$ cat config.mk
export PLATFORM = sky130hd
export DESIGN_NAME = su_rfdec_flat
export DESIGN_NICKNAME = d
export VERILOG_FILES = /design/src/rtl/su_rf_pkg.sv /design/src/rtl/su_rfdec_if.sv /design/src/rtl/su_rf_onehot_enc.sv /design/src/rtl/su_rfdec.sv /design/src/flat_wrapper.sv
export SDC_FILE = /design/constraint.sdc
export NUM_CORES = 1
export LEC_CHECK = 0
export BUFFER_PORTS_ARGS = -buffer_cell sky130_fd_sc_hd__buf_2
export CORE_UTILIZATION = 35
export CTS_BUF_LIST = sky130_fd_sc_hd__clkbuf_16
export DETAILED_ROUTE_END_ITERATION = 6
export PLACE_DENSITY = 0.78
export REMOVE_ABC_BUFFERS = 1
export SYNTH_ARGS = -nofsm -noshare
export SYNTH_HDL_FRONTEND = slang
export SYNTH_SLANG_ARGS = --single-unit
$ cat constraint.sdc
create_clock -name clk -period 1.4 [get_ports clk]
set_input_delay 0.07 -clock clk [delete_from_list [all_inputs] [get_ports clk]]
set_output_delay 0.07 -clock clk [all_outputs]
set_load 0.05 [all_outputs]
$ cat src/rtl/su_rf_pkg.sv
// Shared types for the scalar register-file address sequencer.
// Holds the idle write code, bypass select encoding and pipeline entry layout.
package su_rf_pkg;

  localparam logic [15:0] REG_IDLE_W  = 16'h0000;
  localparam logic [15:0] REG_IDLE_WB = 16'hffff;

  typedef enum logic [1:0] {
    BYP_FILE = 2'd0,
    BYP_EX   = 2'd1,
    BYP_DF   = 2'd2
  } byp_sel_t;

  typedef struct packed {
    logic       valid;
    logic       wen;
    logic [4:0] dest;
  } pipe_t;

  localparam pipe_t PIPE_EMPTY = '{valid: 1'b0, wen: 1'b0, dest: 5'd0};

  // near holds the producer one slot ahead of the reader, far the one behind it
  function automatic byp_sel_t byp_calc(input logic [4:0] src, input pipe_t near,
                                        input pipe_t far);
    byp_sel_t sel;
    sel = BYP_FILE;
    if (src != 5'd0) begin
      if (near.valid && near.wen && near.dest == src) sel = BYP_EX;
      else if (far.valid && far.wen && far.dest == src) sel = BYP_DF;
    end
    return sel;
  endfunction

endpackage

$ cat src/rtl/su_rfdec_if.sv
// Issue-side inputs and register-file select outputs of the address sequencer.
// master drives instruction fields, slave (the sequencer) drives selects.
interface su_rfdec_if;
  logic        stall;
  logic        rd_valid;
  logic [4:0]  rs_addr;
  logic [4:0]  rt_addr;
  logic [4:0]  dest_addr;
  logic        dest_wen;
  logic        kill;
  logic [15:0] INST_RAL, INST_RALB, INST_RAH, INST_RAHB;
  logic [15:0] INST_RBL, INST_RBLB, INST_RBH, INST_RBHB;
  logic [15:0] INST_WL, INST_WLB, INST_WH, INST_WHB;
  logic [1:0]  byp_a;
  logic [1:0]  byp_b;
  logic        wb_pending;

  modport master (
    output stall, rd_valid, rs_addr, rt_addr, dest_addr, dest_wen, kill,
    input  INST_RAL, INST_RALB, INST_RAH, INST_RAHB,
    input  INST_RBL, INST_RBLB, INST_RBH, INST_RBHB,
    input  INST_WL, INST_WLB, INST_WH, INST_WHB,
    input  byp_a, byp_b, wb_pending
  );

  modport slave (
    input  stall, rd_valid, rs_addr, rt_addr, dest_addr, dest_wen, kill,
    output INST_RAL, INST_RALB, INST_RAH, INST_RAHB,
    output INST_RBL, INST_RBLB, INST_RBH, INST_RBHB,
    output INST_WL, INST_WLB, INST_WH, INST_WHB,
    output byp_a, byp_b, wb_pending
  );
endinterface

$ cat src/rtl/su_rf_onehot_enc.sv
// 5-bit register specifier to dual-rail one-hot 16/16-split select vectors.
// Combinational; en=0 yields the idle code. Complement rails are derived, never driven separately.
module su_rf_onehot_enc
  import su_rf_pkg::*;
(
  input  logic [4:0]  addr,
  input  logic        en,
  output logic [15:0] l,
  output logic [15:0] lb,
  output logic [15:0] h,
  output logic [15:0] hb
);

  logic [15:0] bit_sel;

  assign bit_sel = 16'h0001 << addr[3:0];
  assign l       = (en && !addr[4]) ? bit_sel : REG_IDLE_W;
  assign h       = (en &&  addr[4]) ? bit_sel : REG_IDLE_W;
  assign lb      = ~l;
  assign hb      = ~h;

endmodule

$ cat src/rtl/su_rfdec.sv
// Register-file address sequencer: read selects 1 cycle after RD, write strobe 3 cycles after RD.
// stall freezes every stage; kill squashes the EX entry as it moves to DF.
module su_rfdec
  import su_rf_pkg::*;
(
  input  logic       clk,
  input  logic       reset_l,
  su_rfdec_if.slave  rf
);

  pipe_t      ex_q, df_q, wb_q;
  logic [4:0] ra_q, rb_q;
  logic       w_en;

  always_ff @(posedge clk or negedge reset_l) begin
    if (!reset_l) begin
      ex_q <= PIPE_EMPTY;
      df_q <= PIPE_EMPTY;
      wb_q <= PIPE_EMPTY;
      ra_q <= 5'd0;
      rb_q <= 5'd0;
    end else if (!rf.stall) begin
      // r0 is hardwired, so its writes are dropped at capture
      ex_q <= '{valid: rf.rd_valid,
                wen:   rf.dest_wen && (rf.dest_addr != 5'd0),
                dest:  rf.dest_addr};
      df_q <= '{valid: ex_q.valid && !rf.kill, wen: ex_q.wen, dest: ex_q.dest};
      wb_q <= df_q;
      if (rf.rd_valid) begin
        ra_q <= rf.rs_addr;
        rb_q <= rf.rt_addr;
      end
    end
  end

  assign w_en = wb_q.valid && wb_q.wen;

  su_rf_onehot_enc u_enc_a (
    .addr (ra_q), .en (1'b1),
    .l (rf.INST_RAL), .lb (rf.INST_RALB), .h (rf.INST_RAH), .hb (rf.INST_RAHB)
  );

  su_rf_onehot_enc u_enc_b (
    .addr (rb_q), .en (1'b1),
    .l (rf.INST_RBL), .lb (rf.INST_RBLB), .h (rf.INST_RBH), .hb (rf.INST_RBHB)
  );

  su_rf_onehot_enc u_enc_w (
    .addr (wb_q.dest), .en (w_en),
    .l (rf.INST_WL), .lb (rf.INST_WLB), .h (rf.INST_WH), .hb (rf.INST_WHB)
  );

  // The reader's registered address lines up with its producer's EX result in the DF slot
  assign rf.byp_a      = byp_calc(ra_q, df_q, wb_q);
  assign rf.byp_b      = byp_calc(rb_q, df_q, wb_q);
  assign rf.wb_pending = (df_q.valid && df_q.wen) || w_en;

endmodule
$ cat src/flat_wrapper.sv
// flat-port wrapper written by rule: the top's interface ports become plain ports
module su_rfdec_flat import su_rf_pkg::*;
  (clk, reset_l, rf_stall, rf_rd_valid, rf_rs_addr, rf_rt_addr, rf_dest_addr, rf_dest_wen, rf_kill, rf_INST_RAL, rf_INST_RALB, rf_INST_RAH, rf_INST_RAHB, rf_INST_RBL, rf_INST_RBLB, rf_INST_RBH, rf_INST_RBHB, rf_INST_WL, rf_INST_WLB, rf_INST_WH, rf_INST_WHB, rf_byp_a, rf_byp_b, rf_wb_pending);
  su_rfdec_if rf_i ();
  input  logic clk;
  input  logic reset_l;
  input wire logic [$bits(rf_i.stall)-1:0] rf_stall;
  input wire logic [$bits(rf_i.rd_valid)-1:0] rf_rd_valid;
  input wire logic [$bits(rf_i.rs_addr)-1:0] rf_rs_addr;
  input wire logic [$bits(rf_i.rt_addr)-1:0] rf_rt_addr;
  input wire logic [$bits(rf_i.dest_addr)-1:0] rf_dest_addr;
  input wire logic [$bits(rf_i.dest_wen)-1:0] rf_dest_wen;
  input wire logic [$bits(rf_i.kill)-1:0] rf_kill;
  output wire logic [$bits(rf_i.INST_RAL)-1:0] rf_INST_RAL;
  output wire logic [$bits(rf_i.INST_RALB)-1:0] rf_INST_RALB;
  output wire logic [$bits(rf_i.INST_RAH)-1:0] rf_INST_RAH;
  output wire logic [$bits(rf_i.INST_RAHB)-1:0] rf_INST_RAHB;
  output wire logic [$bits(rf_i.INST_RBL)-1:0] rf_INST_RBL;
  output wire logic [$bits(rf_i.INST_RBLB)-1:0] rf_INST_RBLB;
  output wire logic [$bits(rf_i.INST_RBH)-1:0] rf_INST_RBH;
  output wire logic [$bits(rf_i.INST_RBHB)-1:0] rf_INST_RBHB;
  output wire logic [$bits(rf_i.INST_WL)-1:0] rf_INST_WL;
  output wire logic [$bits(rf_i.INST_WLB)-1:0] rf_INST_WLB;
  output wire logic [$bits(rf_i.INST_WH)-1:0] rf_INST_WH;
  output wire logic [$bits(rf_i.INST_WHB)-1:0] rf_INST_WHB;
  output wire logic [$bits(rf_i.byp_a)-1:0] rf_byp_a;
  output wire logic [$bits(rf_i.byp_b)-1:0] rf_byp_b;
  output wire logic [$bits(rf_i.wb_pending)-1:0] rf_wb_pending;
  assign rf_i.stall = rf_stall;
  assign rf_i.rd_valid = rf_rd_valid;
  assign rf_i.rs_addr = rf_rs_addr;
  assign rf_i.rt_addr = rf_rt_addr;
  assign rf_i.dest_addr = rf_dest_addr;
  assign rf_i.dest_wen = rf_dest_wen;
  assign rf_i.kill = rf_kill;
  assign rf_INST_RAL = rf_i.INST_RAL;
  assign rf_INST_RALB = rf_i.INST_RALB;
  assign rf_INST_RAH = rf_i.INST_RAH;
  assign rf_INST_RAHB = rf_i.INST_RAHB;
  assign rf_INST_RBL = rf_i.INST_RBL;
  assign rf_INST_RBLB = rf_i.INST_RBLB;
  assign rf_INST_RBH = rf_i.INST_RBH;
  assign rf_INST_RBHB = rf_i.INST_RBHB;
  assign rf_INST_WL = rf_i.INST_WL;
  assign rf_INST_WLB = rf_i.INST_WLB;
  assign rf_INST_WH = rf_i.INST_WH;
  assign rf_INST_WHB = rf_i.INST_WHB;
  assign rf_byp_a = rf_i.byp_a;
  assign rf_byp_b = rf_i.byp_b;
  assign rf_wb_pending = rf_i.wb_pending;
  su_rfdec u_core (.clk(clk), .reset_l(reset_l), .rf(rf_i));
endmodule
==> reports/qor.txt, run 1 <==
Fail Step = global routing (5_1_grt)
Post-DP Area = 4020 µm²
register bit count reported by yosys = 31
run status = stopped before the end
CTS H-tree depth = 2
Core Rows = 30
Avg Cell Area, Syn = 6.78 µm²
sequential fraction of the synthesis area = 30.5%
Syn Inst Count = 375
Bufs on Longest Clock Path = 2
Starting Density = 36.8%
CTS root buf = clkbuf_16
largest net degree at the start of global routing = 32
routability cong. = 0.886
Yosys cell types = 32
DIE HEIGHT = 87.2 µm
Ports = 218
Post-synth EDFFs = 0
Worst endpoint type = top-level output
dpl cells = 715
asr flop ratio synth = 100%
Inserted Clock Buffers = 5
tool error = [ERROR DPL-0038] Utilization greater than 100%, impossible to legalize
clk sinks = 31
port bufs = 217
hpwl dp = 7360 µm
GRT repair_timing worst endpoint = rf_byp_a[1]
die width = 87.2 µm
ys flop type = dfrtp_1
Synth Warn # = 0
Cell Area, Synth = 2540 µm²
-- cell usage after synthesis, types with 2 or more instances --
cell / instances / area share [%]
o21ai_0: 3 / 0.59
clkbuf_1: 10 / 1.5
dfrtp_1: 31 / 31
xnor2_1: 8 / 2.8
mux2_2: 27 / 12
xor2_1: 10 / 3.4
buf_2: 14 / 2.8
nor3b_1: 4 / 1.2
nor3_1: 6 / 1.2
and3b_1: 3 / 1.0
nand2_1: 108 / 16
nor2b_1: 7 / 1.7
nor2_1: 29 / 4.3
nor4_1: 3 / 0.74
inv_1: 82 / 12
and3_1: 4 / 0.98
nand3_1: 3 / 0.59
nand4_1: 2 / 0.49
and2_1: 5 / 1.2
nand2b_1: 4 / 0.98
-- timing repair --
item                                   in CTS
hold buffers                                2
setup buffers                              16
gates resized for setup                   699
cloned                                      2
endpoints found under the hold margin      32
pin swaps                                  62
setup endpoints to repair                 196
-- logic make-up after synthesis --
family                 Yosys count  synth area share (%)
AO/OA/AOI/OAI                    7                  1.82
XOR/XNOR                        18                  6.20
buffers and inverters          107                  16.8
flip-flops                      31                  30.5
multiplexers                    28                  12.4
AND/OR/NAND/NOR                184                  32.3
-- stage by stage --
stage | setup WS [ns] | setup TNS, ns
3_5_place_dp | -0.131 | -1.74
4_1_cts | -0.347 | -31.90
3_3_place_gp | -0.134 | -0.818
2_1_floorplan | -1.57 | -29.35
==> run 2: changes to the inputs <==
--- a/config.mk
+++ b/config.mk
@@ -7,9 +7,8 @@
 export LEC_CHECK = 0
 export BUFFER_PORTS_ARGS = -buffer_cell sky130_fd_sc_hd__buf_2
 export CORE_UTILIZATION = 35
-export CTS_BUF_LIST = sky130_fd_sc_hd__clkbuf_16
 export DETAILED_ROUTE_END_ITERATION = 6
-export PLACE_DENSITY = 0.78
+export PLACE_DENSITY_LB_ADDON = 0.15
 export REMOVE_ABC_BUFFERS = 1
 export SYNTH_ARGS = -nofsm -noshare
 export SYNTH_HDL_FRONTEND = slang
==> constraint.sdc (replaced) <==
create_clock -name clk -period 1.8 [get_ports clk]
set_input_delay 0.09 -clock clk [delete_from_list [all_inputs] [get_ports clk]]
set_output_delay 0.09 -clock clk [all_outputs]
set_load 0.05 [all_outputs]
==> run 2 against run 1 <==
Against the previous run:
- the flow now finishes without violations
- area after synthesis unchanged
- synthesized cell count unchanged
==> reports/qor.txt, run 2 <==
asr flop ratio synth = 100% (unchanged)
slowest CP cell = dfrtp_1
Synth top cells by count = nand2_1, inv_1, dfrtp_1 (unchanged)
Max Cap Viol = 0
routing usage on met2 = 37.1%
post-synth top area share = 30.5% (unchanged)
CTS root buf = clkbuf_8 (was clkbuf_16)
ys flop type = dfrtp_1 (unchanged)
Routed WL = 8100 µm
Final min period = 1.78 ns
most common cell in the synthesized netlist = nand2_1 (unchanged)
CP startpoint kind = flop
Required @ worst endpoint = 1.71 ns
Cell Area, Synth = 2540 µm² (unchanged)
CP peak stage delay = 0.43 ns
port bufs = 217 (unchanged)
diode count = 0
worst reg2reg path endpoint = u_core.ra_q[2]
first-pass iteration count of the detailed router = 4
Core Rows = 30 (unchanged)
die width = 87.2 µm (unchanged)
RSZ-0062 raised after global routing = true
area leader, netlist = dfrtp_1 (unchanged)
Yosys cell types = 32 (unchanged)
Final ANT Viol Nets = 0
first-pass GRT wire length = 12000 µm
Vias per Instance = 4.45
Residual DRC = 0
final cycle utilization of the critical path = 99.0%
run status = completed (was stopped before the end)
WL per Instance = 11.5 µm
Inserted Clock Buffers = 5 (unchanged)
CTS tree = done
CTS H-tree depth = 2 (unchanged)
worst-path cell chain = xnor2_1 -> nand4_1 -> or3_4 -> and4_1 -> buf_6
Synth Warn # = 0 (unchanged)
register bit count reported by yosys = 31 (unchanged)
vias = 3128
grt peak-use layer = met2
critical path capture point = rf_byp_b[1]
reg2reg start = u_core.ra_q[2]
overall global routing resource usage = 19.8%
HP Class = input port to flop
P per Cell Area = 770 nW/µm²
hold path startpoint = rf_kill
largest net degree at the start of global routing = 32
Reg clk slew, reported paths = 0.06 ns
total power = 3.20 mW
hpwl dp = 6650 µm (was 7360 µm)
fraction of layout cells with a size suffix above 1 = 51.4%
crit-path max FO = 4
relative slew slack = 56.6%
most frequent cells in the layout = buf_2, nand2_1, inv_1
CP top delay family = simple AND/OR/NAND/NOR gates
Min Hold Slack = 0.00595 ns
worst setup path class = flop to primary output
Finished Cell Area = 4160 µm²
CP Capture Type = primary output
routability cong. = 0.757 (was 0.886)
Post-synth EDFFs = 0 (unchanged)
Regs by FF count = u_core.df_q (7), u_core.ex_q (7), u_core.wb_q (7)
Peak Freq = 561 MHz
Syn Inst Count = 375 (unchanged)
arrival time worst endpoint = 1.69 ns
Fin Clk Skew = 0.00479 ns
core area = 6910 µm²
peak supply drop = 0.000593 V
worst-skew pair later-pin latency = 0.27 ns
synth top area cells = dfrtp_1, nand2_1, inv_1 (unchanged)
Worst Setup SP = u_core.df_q[0]
Avg Cell Area, Syn = 6.78 µm² (unchanged)
Starting Density = 36.8% (unchanged)
initial antenna violation count = 0
sequential fraction of the synthesis area = 30.5% (unchanged)
global route overflow = 0
DIE HEIGHT = 87.2 µm (unchanged)
P&R area growth vs syn = 63.6%
Bufs on Longest Clock Path = 2 (unchanged)
Nets = 627
Critical Path Stages = 5
clk sinks = 31 (unchanged)
Slew Limit Fails = 0
Post-DP Area = 3790 µm² (was 4020 µm²)
Setup-failing EPs final = 0
DRT iter0 DRCs = 78
Least-Margin Pin Slew = 0.651 ns
R2R cell count = 2
r2r setup slk = 0.80 ns
Ports = 218 (unchanged)
FILL cells = 691
met1 usage = 24.4%
Layout Utilization = 60.2%
WP buf/inv = 1
die area = 7610 µm²
via count of the first global-routing pass = 2584
P_leak = 2.67 nW
commonest non-fill, non-tap cell in the layout = buf_2
met3 GRT Util = 2.75%
Hold Vio Cnt, Final = 0
[run 2: area by class of cell]
type | count | area (µm²) | area share [%]
clock buffer | 6 | 82.6 | 1.99
tap | 96 | 120 | 2.89
timing repair buffer | 249 | 1380 | 33.2
clock inverter | 2 | 35.0 | 0.842
inverter | 82 | 308 | 7.40
sequential | 31 | 787 | 18.9
multi-input combinational | 237 | 1450 | 34.7
[run 2: worst min path at each step]
stage	end	slack (ns)	depth (start not counted)
floorplan	u_core.df_q[0]	-0.21	0
global placement	u_core.ra_q[3]	0.16	1
detailed placement	u_core.ra_q[3]	0.16	1
CTS	u_core.df_q[6]	0.007	2
global route	u_core.df_q[6]	0.03	2
finish	u_core.df_q[6]	0.006	2
[run 2: power breakdown]
part	switching (mW)	internal, mW	total, mW
registers	0.154	0.804	0.957
logic	1.05	0.512	1.56
clock network	0.237	0.447	0.684
[run 2: what timing repair did]
action	CTS	global route
hold buffers	1	0
setup buffers	0	10
setup endpoints to repair	37	64
pin swaps	0	6
hold endpoints to repair	31	0
gates resized for setup	14	39
[run 2: kinds of logic after synthesis]
logic type	Yosys count	synth area share, %
AND/OR/NAND/NOR	184	32.3
buffers and inverters	107	16.8
flip-flops	31	30.5
multiplexers	28	12.4
XOR/XNOR	18	6.20
AO/OA/AOI/OAI	7	1.82
[run 2: worst reg2reg max path: cells and delay by family (launching register included)]
kind / cells / cell delay, ns
buffers and inverters: 1 / 0.17
flip-flops: 1 / 0.46
multiplexers: 1 / 0.25
[run 2: per-stage QoR]
step           TNS [ns]  setup slack (ns)  std cells
2_1_floorplan     -2.33             -1.19        350
3_3_place_gp          0             0.200        684
3_5_place_dp          0             0.197        684
4_1_cts        -0.00625          -0.00625        693
5_1_grt          -0.361            -0.105        703
6_report              0            0.0184        703
[run 2: routing by layer]
layer	vias up	routed length, µm
met1	1444	3320
met4	0	28
met5	-	0
met3	5	483
met2	106	4270
li1	1573	-
No activity file was read; power rests on OpenSTA's default activity.
==> run 3: changes to the inputs <==
--- a/config.mk
+++ b/config.mk
@@ -5,11 +5,12 @@
 export SDC_FILE = /design/constraint.sdc
 export NUM_CORES = 1
 export LEC_CHECK = 0
-export BUFFER_PORTS_ARGS = -buffer_cell sky130_fd_sc_hd__buf_2
 export CORE_UTILIZATION = 35
 export DETAILED_ROUTE_END_ITERATION = 6
+export DONT_BUFFER_PORTS = 1
 export PLACE_DENSITY_LB_ADDON = 0.15
 export REMOVE_ABC_BUFFERS = 1
+export SETUP_SLACK_MARGIN = 0.05
 export SYNTH_ARGS = -nofsm -noshare
 export SYNTH_HDL_FRONTEND = slang
 export SYNTH_SLANG_ARGS = --single-unit
==> run 3 against run 2 <==
Against the previous run:
- total power shrank 0.22%
- maximum frequency is 2.7% lower
- largest power group unchanged
- global-route usage increased by 2.5 points
- utilization increased by 8.5 points
- the run now ends with setup timing left
- sequential share of layout area fell by 2.2 points
- non-clock buffer count decreased by 8
- sequential power rose by 0.6%
- highest routed layer unchanged
- final cell count down 1.1%
==> reports/qor.txt, run 3 (synthesis results as in run 2) <==
WL per Instance = 13.4 µm (was 11.5 µm)
Final min period = 1.83 ns (was 1.78 ns)
CTS H-tree depth = 2 (unchanged)
first-pass iteration count of the detailed router = 4 (unchanged)
Least-Margin Pin Slew = 0.940 ns (was 0.651 ns)
global route overflow = 0 (unchanged)
overall global routing resource usage = 22.3% (was 19.8%)
largest net degree at the start of global routing = 32 (unchanged)
P&R area growth vs syn = 86.6% (was 63.6%)
Setup-failing EPs final = 3 (was 0)
hold path startpoint = rf_dest_addr[1] (was rf_kill)
Max Cap Viol = 0 (unchanged)
commonest non-fill, non-tap cell in the layout = buf_4 (was buf_2)
setup_tns = -0.0384 ns (was 0 ns)
worst-path cell chain = xor2_1 -> nor4_1 -> o311ai_1 -> nor3_2 -> buf_6 (was xnor2_1 -> nand4_1 -> or3_4 -> and4_1 -> buf_6)
Routed WL = 9340 µm (was 8100 µm)
reg2reg start = u_core.rb_q[0] (was u_core.ra_q[2])
met3 GRT Util = 3.79% (was 2.75%)
HP Class = input port to flop (unchanged)
worst reg2reg path endpoint = u_core.rb_q[0] (was u_core.ra_q[2])
initial antenna violation count = 0 (unchanged)
diode count = 0 (unchanged)
Peak Freq = 546 MHz (was 561 MHz)
peak supply drop = 0.000531 V (was 0.000593 V)
Nets = 619 (was 627)
CTS tree = done (unchanged)
fraction of layout cells with a size suffix above 1 = 51.8% (was 51.4%)
worst setup path class = flop to primary output (unchanged)
Final Worst Setup Slack = -0.0312 ns (was 0.0184 ns)
R2R cell count = 2 (unchanged)
DRT iter0 DRCs = 95 (was 78)
Hold Path End = u_core.ex_q[5] (was u_core.df_q[6])
hold-critical path depth = 2 (unchanged)
fin cells = 695 (was 703)
run status = finished, violations left (was completed)
CP startpoint kind = flop (unchanged)
Regs by FF count = u_core.df_q (7), u_core.ex_q (7), u_core.wb_q (7) (unchanged)
Core Rows = 30 (unchanged)
CP Capture Type = primary output (unchanged)
crit-path max FO = 5 (was 4)
failing checks = setup timing
Ports = 218 (unchanged)
DIE HEIGHT = 87.2 µm (unchanged)
r2r setup slk = 0.81 ns (was 0.80 ns)
met1 usage = 26.5% (was 24.4%)
hpwl dp = 7080 µm (was 6650 µm)
CP top delay family = simple AND/OR/NAND/NOR gates (unchanged)
Slew Limit Fails = 0 (unchanged)
Final ANT Viol Nets = 0 (unchanged)
die area = 7610 µm² (unchanged)
CP peak stage delay = 0.45 ns (was 0.43 ns)
clk sinks = 31 (unchanged)
via count of the first global-routing pass = 2737 (was 2584)
P per Cell Area = 674 nW/µm² (was 770 nW/µm²)
most frequent cells in the layout = buf_4, nand2_1, inv_1 (was buf_2, nand2_1, inv_1)
FILL cells = 624 (was 691)
Hold Vio Cnt, Final = 0 (unchanged)
post-place setup slack = 0.163 ns (was 0.197 ns)
Fin Clk Skew = 0.00445 ns (was 0.00479 ns)
WP buf/inv = 1 (unchanged)
Residual DRC = 0 (unchanged)
Vias per Instance = 4.52 (was 4.45)
dpl cells = 651 (was 684)
relative slew slack = 37.1% (was 56.6%)
routing usage on met2 = 42.4% (was 37.1%)
grt peak-use layer = met2 (unchanged)
arrival time worst endpoint = 1.74 ns (was 1.69 ns)
P_leak = 2.82 nW (was 2.67 nW)
Bufs on Longest Clock Path = 2 (unchanged)
Starting Density = 36.8% (unchanged)
slowest CP cell = dfrtp_2 (was dfrtp_1)
Required @ worst endpoint = 1.71 ns (about the same)
vias = 3142 (was 3128)
CTS root buf = clkbuf_8 (unchanged)
RSZ-0062 raised after global routing = true (unchanged)
die width = 87.2 µm (unchanged)
final cycle utilization of the critical path = 102% (was 99.0%)
Inserted Clock Buffers = 5 (unchanged)
port bufs = 0 (was 217)
Reg clk slew, reported paths = 0.06 ns (about the same)
core area = 6910 µm² (unchanged)
routability cong. = 0.761 (was 0.757)
worst-skew pair later-pin latency = 0.28 ns (was 0.27 ns)
first-pass GRT wire length = 13400 µm (was 12000 µm)
-- run 3: layer usage --
metal  vias up  wire (µm)
met3        11        494
met4         0         79
met1      1464       3650
met5         -          0
met2       113       5120
li1       1554          -
-- run 3: repair_timing --
item                                   4_1_cts  5_1_grt
resized for setup                           28       49
buffers inserted                            12        4
hold buffers                                20        0
endpoints found under the hold margin       62        0
pin swaps                                    5        8
setup endpoints to repair                   51       97
-- run 3: worst max path at each step --
stage | start | end | slack (ns) | depth (start not counted)
finish | u_core.ra_q[2] | rf_byp_a[1] | -0.03 | 5
global route | u_core.ra_q[2] | rf_byp_a[1] | -0.15 | 5
CTS | u_core.rb_q[1] | rf_byp_b[1] | 0.009 | 4
detailed placement | u_core.wb_q[4] | rf_byp_b[1] | 0.16 | 3
global placement | u_core.wb_q[4] | rf_byp_b[1] | 0.23 | 3
floorplan | u_core.ra_q[2] | rf_byp_a[0] | -1.19 | 4
-- run 3: worst reg2reg max path: stages, from the launching register on --
cell and delay [ns]:
dfrtp_2 0.41, buf_4 0.17, mux2_1 0.28
-- run 3: per-stage QoR --
stage | utilization [%] | hold slack, ns | cell area, µm² | power (mW)
after floorplan | - | -0.206 | 2420 | 1.96
after global placement | 59.3 | -0.205 | 4090 | 2.41
after detailed placement | 59.3 | -0.205 | 4090 | 2.43
after CTS | 65.9 | 0.0363 | 4550 | 3.10
after global routing | 68.7 | 0.126 | 4740 | 3.38
final | 68.7 | 0.0507 | 4740 | 3.20
-- run 3: area by class of cell --
class / count / area, µm² / area share [%]
Multi-Input combinational cell: 237 / 1500 / 31.7
Clock inverter: 1 / 5.00 / 0.105
Sequential cell: 31 / 792 / 16.7
Clock buffer: 7 / 76.3 / 1.61
Inverter: 82 / 308 / 6.49
Tap cell: 96 / 120 / 2.53
Timing Repair Buffer: 241 / 1940 / 40.9
-- run 3: power by group --
group / internal, mW / switching, mW / total, mW
clock network: 0.270 / 0.239 / 0.510
registers: 0.806 / 0.157 / 0.963
logic: 0.627 / 1.10 / 1.72
